File: config.mk
export PLATFORM = sky130hd
export DESIGN_NAME = reg_file_core
export DESIGN_NICKNAME = d
export VERILOG_FILES = /design/src/rtl/reg_file_core.sv
export SDC_FILE = /design/constraint.sdc
export NUM_CORES = 2
export LEC_CHECK = 0
export CORE_ASPECT_RATIO = 0.8
export CORE_MARGIN = 3
export CORE_UTILIZATION = 55
export CTS_CLUSTER_SIZE = 16
export DETAILED_ROUTE_END_ITERATION = 6
export GPL_ROUTABILITY_DRIVEN = 0
export PLACE_DENSITY = 0.75
export SLEW_MARGIN = 20
export SYNTH_ARGS = -nofsm -noshare
export SYNTH_HDL_FRONTEND = slang
export SYNTH_SLANG_ARGS = --single-unit
File: constraint.sdc
create_clock -name clk -period 2.2 [get_ports clk]
set_input_delay 0.44 -clock clk [delete_from_list [all_inputs] [get_ports clk]]
set_output_delay 0.44 -clock clk [all_outputs]
set_load 0.02 [all_outputs]
File: src/rtl/reg_file_core.sv
// Register file with 2**ADDR_WIDTH entries, two combinational read ports and one
// synchronous write-back port. Register 0 reads as zero and ignores writes.
module reg_file_core #(
  parameter int ADDR_WIDTH = 5,
  parameter int WIDTH      = 32
) (
  input  logic                  clk,
  input  logic                  rst_n,
  input  logic [ADDR_WIDTH-1:0] rs1_addr,
  input  logic [ADDR_WIDTH-1:0] rs2_addr,
  input  logic                  rwb_we,
  input  logic [ADDR_WIDTH-1:0] rwb_addr,
  input  logic [WIDTH-1:0]      rwb_data,
  output logic [WIDTH-1:0]      rs1_out,
  output logic [WIDTH-1:0]      rs2_out
);

  localparam int DEPTH = 1 << ADDR_WIDTH;
  localparam logic [ADDR_WIDTH-1:0] ZERO_ADDR = {ADDR_WIDTH{1'b0}};
  localparam logic [WIDTH-1:0]      ZERO_DATA = {WIDTH{1'b0}};

  logic [WIDTH-1:0] regs_r [DEPTH];
  logic             wr_en_s;
  logic [WIDTH-1:0] rs1_s;
  logic [WIDTH-1:0] rs2_s;

  // Writes to entry 0 are dropped so the hardwired zero never has to be masked on storage.
  always_comb begin
    wr_en_s = 1'b0;
    if (rwb_we && (rwb_addr != ZERO_ADDR)) begin
      wr_en_s = 1'b1;
    end else begin
      wr_en_s = 1'b0;
    end
  end

  // Storage array: asynchronous clear, full-width write on the rising edge.
  always_ff @(posedge clk or negedge rst_n) begin
    if (!rst_n) begin
      for (int i = 0; i < DEPTH; i++) begin
        regs_r[i] <= ZERO_DATA;
      end
    end else if (wr_en_s) begin
      regs_r[rwb_addr] <= rwb_data;
    end
  end

  // Read ports see stored contents only; a same-cycle write is visible after the edge.
  always_comb begin
    rs1_s = ZERO_DATA;
    rs2_s = ZERO_DATA;
    if (rs1_addr == ZERO_ADDR) begin
      rs1_s = ZERO_DATA;
    end else begin
      rs1_s = regs_r[rs1_addr];
    end
    if (rs2_addr == ZERO_ADDR) begin
      rs2_s = ZERO_DATA;
    end else begin
      rs2_s = regs_r[rs2_addr];
    end
  end

  assign rs1_out = rs1_s;
  assign rs2_out = rs2_s;

endmodule

# After elaboration in Yosys (flattened, before gate mapping)
# Index checks and enable logic that the tools add are counted.
# word_totals
reg_bits,1024
in_bits,50
out_inout_bits,64
wordCells,56
# classes
n_lt_le_gt_ge,4
n_mux,12
n_bitwise,3
n_reduce_logical,5
# op_table
operator,count
bitwise mux 1024 bit,1
binary-select mux 32 bit (select 5 bit),2
two-way mux 32 bit,7
demux 32 bit (select 5 bit),1
>= comparator 6 bit (second input constant),3
inverter 5 -> 6 bit,3
logical NOT 5 bit,2
less-than comparator 6 x 1 -> 1 bit (second input constant),1
nonzero test 5 bit,1
logical AND 1 bit,2
two-way mux 1 bit,1

# Longest topological paths before layout
# logic_depth
word_depth,6
depth_mapped,7
mapped_depth_nobuf,4

# Worst setup path after synthesis
# OpenSTA, ideal clock, no wires.
# synth_path
kind,input to output
startpoint,in rs2_addr[0]
endpoint,out rs2_out[10]
t_arrival_ns,2.120
required_time_ns,1.760
slack_ns,-0.360
path_stages,7
n_path_buf,3
cell_sequence,buf_2 buf_2 nor2_1 clkbuf_1 a221oi_1 o21ai_0 a311oi_1
# synth_between
elab_chain_cells,5
word_cells_on_any_way,6
cone_classes,4 x mux; 1 x bitwise; 1 x reduce/logical
# synth_lines
element,line_no,rtl
"start, declared",10,"input logic [ADDR_WIDTH-1:0] rs2_addr,"
inverter 5 -> 6 bit (implied by the code),60,rs2_s = regs_r[rs2_addr];
binary-select mux 32 bit (select 5 bit),60,
two-way mux 32 bit (implied by the code) (2 in a row),60,
two-way mux 32 bit *,57,if (rs2_addr == ZERO_ADDR) begin
"end, declared",15,output logic [WIDTH-1:0] rs2_out
# Every way passes the cells marked *; elsewhere a longest branch is shown, timed or not. The select of a mux whose other input is x is not followed.

# Final worst setup path
# layout_path
startpoint,in rs2_addr[4]
endpoint,out rs2_out[19]
# Same word-level chain as after synthesis.

==> results.yml <==
power_and_ir_drop:
  seq_power_share_pct: 43.5
  clockPowerShare_pct: 32.0
  switching_share_pct: 28.6
  pwr-share-comb_pct: 24.5
  peakVddDrop_mv: 0.837
  p_int_uw: 41500
  p_per_area_mw_per_mm2: 854
  leakage_uw: 0.0295
  power_switching_uw: 16600
setup_path:
  worstPathRequired_ns: 1.76
  critical_path.most_common_cell: "buf_4"
  cp_max_fo: 20
  worst_setup_path_start_kind: "input pin"
  cp.arrival_ns: 2.54
  cp_slowest_cell: "buf_4"
  path_cells: "buf_2 > buf_4 > buf_4 > buf_4 > a311oi_2 > buf_4 > buf_4"
  path_class: "input pin to output port"
  cp-end-kind: "output port"
  critPathMaxStageDelay_ns: 0.59
yosys:
  synthTopCellsByCount: "1046 x mux2_2, 1024 x dfrtp_1, 448 x mux4_2"
  synth_top_area_share_pct: 47.1
  syn_area_per_cell_um2: 15.0
  synth-main-ff-cell: "dfrtp_1"
  synth_edf_count: 0
  ys_ff_latch: 1024
  synth_fp_nets: 3670
  synth_area_leaders: "dfrtp_1 47%, mux2_2 22%, mux4_2 19%"
  synth_most_common_cell: "mux2_2"
  yosysUniqueCellTypes: 35
  synth-seq-area-share_pct: 47.1
  yosysTopAreaCell: "dfrtp_1"
  netlist_area_mm2: 0.0544
  synthArstFlopShare_pct: 100
  yosysWarnings: 0
  synthCells: 3620
placed_design:
  dpl_worst_slack_ns: -0.945
  portBuffers: 113
  dp_hpwl_um: 128000
  dpl-instance-area_mm2: 0.0621
sta:
  holdWs_ns: 0.237
  post-route-period-util_pct: 136
  maxSlewViolCount: 0
  hold_viol: 0
  rsz0062_at_grt: "true"
  max_slew_margin_pct: 52.6
  fin_ws_ns: -0.784
  setup_viol: 64
  fmax_mhz: 335
  worst_pin_slew_ns: 0.711
  finClkSkew_ns: 0
  period_minus_slack_ns: 2.98
global_routing:
  grt.total_usage_pct: 38.1
  grt-ovfl-total: 0
  grt_max_degree: 98
  grt_pass1_wl_um: 282000
  antenna_found_initial: 1
  grt_pass1_vias: 40900
cts:
  cts_root_buffer: "clkbuf_16"
  numCtsBuffers: 103
  cts_tree: "done"
  clkLatencyLatePin_ns: 0.70
  clock_path_buffers: 3
  clk_pin_slew_ns: 0.06
  cts.htree.levels: 3
  cts.sinks: 1024
floorplanning:
  fp.dieH_um: 287
  rows: 102
  start_util_pct: 55.8
  die_w_um: 357
  ioPinCount: 114
  core_mm2: 0.0974
  die_area_mm2: 0.103
run:
  drv_cap: 0
detailed_routing:
  vias_per_cell: 7.18
  drt-pass1-iter-count: 5
  finalWirelength_um: 195000
  via_count: 39100
  wl_per_cell_um: 35.9
  drtIter0Drc: 4847
  ant_nets: 0
  route.detailed.drc: 0
finish:
  syn_to_final_growth_pct: 25.2
  stdcell_area_mm2: 0.0680
  reg_top3: "regs_r (1024)"
  antenna_cells: 0
  drive_above_1_share_pct: 65.2
  fin_nets: 4104
  n_fill_cell: 6069
  largest_register_ffs: 1024
  largest_register: "regs_r"
worst_hold_path:
  hp-class: "input pin to asynchronous set/reset pin"
run_status:
  status: "complete, but fails checks"
  violations: "negative setup slack"
cell families after synthesis:
logic type / synth area share (%)
DFF: 47.1
AOI/OAI and AO/OA: 4.85
muxes: 42.8
buffers and inverters: 3.62
and+or+nand+nor: 1.60
power by group through the flow:
stage | logic (uW) | registers, uW | clock network [uW]
after floorplan | 8950 | 24300 | 0
after global placement | 12300 | 24800 | 0
after detailed placement | 12900 | 25400 | 0
after CTS | 13800 | 25100 | 18700
after global routing | 14900 | 25600 | 19500
final | 14200 | 25300 | 18600
routing by layer:
| metal | up-vias | share of wire [%] | GRT usage [%] | wire length, um |
|---|---|---|---|---|
| met2 | 2914 | 44 | 55.8 | 85500 |
| met3 | 734 | 13 | 13.6 | 26300 |
| met5 | - | 0.0061 | 0 | 12 |
| met1 | 20500 | 37 | 50.9 | 72000 |
| met4 | 2 | 5.9 | 18.3 | 11500 |
| li1 | 14900 | - | - | - |
area by class of cell:
cell class	count	area, um2	area share [%]
Clock inverter	45	518	0.761
Multi-Input combinational cell	2162	29000	42.6
Inverter	2	11.3	0.0165
Tap cell	1300	1630	2.39
Clock buffer	147	3030	4.45
Timing Repair Buffer	761	8260	12.1
Sequential cell	1024	25600	37.7
worst max-delay path: cells and delay by family:
kind,cells,cell delay [ns]
buf+inv,6,1.83
compound gates,1,0.24
timing repair:
action / CTS / global route
endpoints found under the setup margin: 64 / 64
resized for setup: 372 / 83
pin swaps: 70 / 51
endpoints found under the hold margin: 52 / 0
cloned: 8 / 1
buffers inserted: 29 / 25
hold buffers: 1 / 0
path summary, 6_finish.rpt:
check	from	to	slack, ns	depth (start not counted)
max in group asynchronous	rst_n	regs_r[349]$_DFFE_PN0P_	1.02	3
setup / recovery	rs2_addr[4]	rs2_out[19]	-0.78	7
hold reg to reg	regs_r[1021]$_DFFE_PN0P_	regs_r[1021]$_DFFE_PN0P_	0.40	0
hold / removal	rst_n	regs_r[906]$_DFFE_PN0P_	0.24	2
min in group clk	regs_r[1021]$_DFFE_PN0P_	regs_r[1021]$_DFFE_PN0P_	0.40	0
setup reg to reg	regs_r[783]$_DFFE_PN0P_	regs_r[783]$_DFFE_PN0P_	1.17	3
cell usage in the layout (no fill, tap or decap), drive strengths merged, types with 19 or more instances in the layout:
| cell | n |
|---|---|
| mux2i | 128 |
| nor2b | 71 |
| nand2 | 47 |
| o21ai | 111 |
| a221oi | 47 |
| clkinv | 24 |
| buf | 714 |
| clkbuf | 148 |
| a22oi | 64 |
| clkdlybuf4s50 | 38 |
| nor2 | 19 |
| mux2 | 1056 |
| mux4 | 448 |
| dfrtp | 1024 |
| a211oi | 64 |
| a311oi | 64 |
stage by stage:
stage | power, uW | utilization, % | instances | setup TNS [ns]
2_1_floorplan | 33300 | - | 3620 | -2.13
3_5_place_dp | 38200 | 63.8 | 5193 | -311.65
3_3_place_gp | 37200 | 63.8 | 5193 | -271.41
5_1_grt | 60000 | 69.9 | 5441 | -41.56
4_1_cts | 57600 | 69.3 | 5415 | -39.83
6_report | 58100 | 69.9 | 5441 | -39.72
Power figures use the tool's default switching activity.
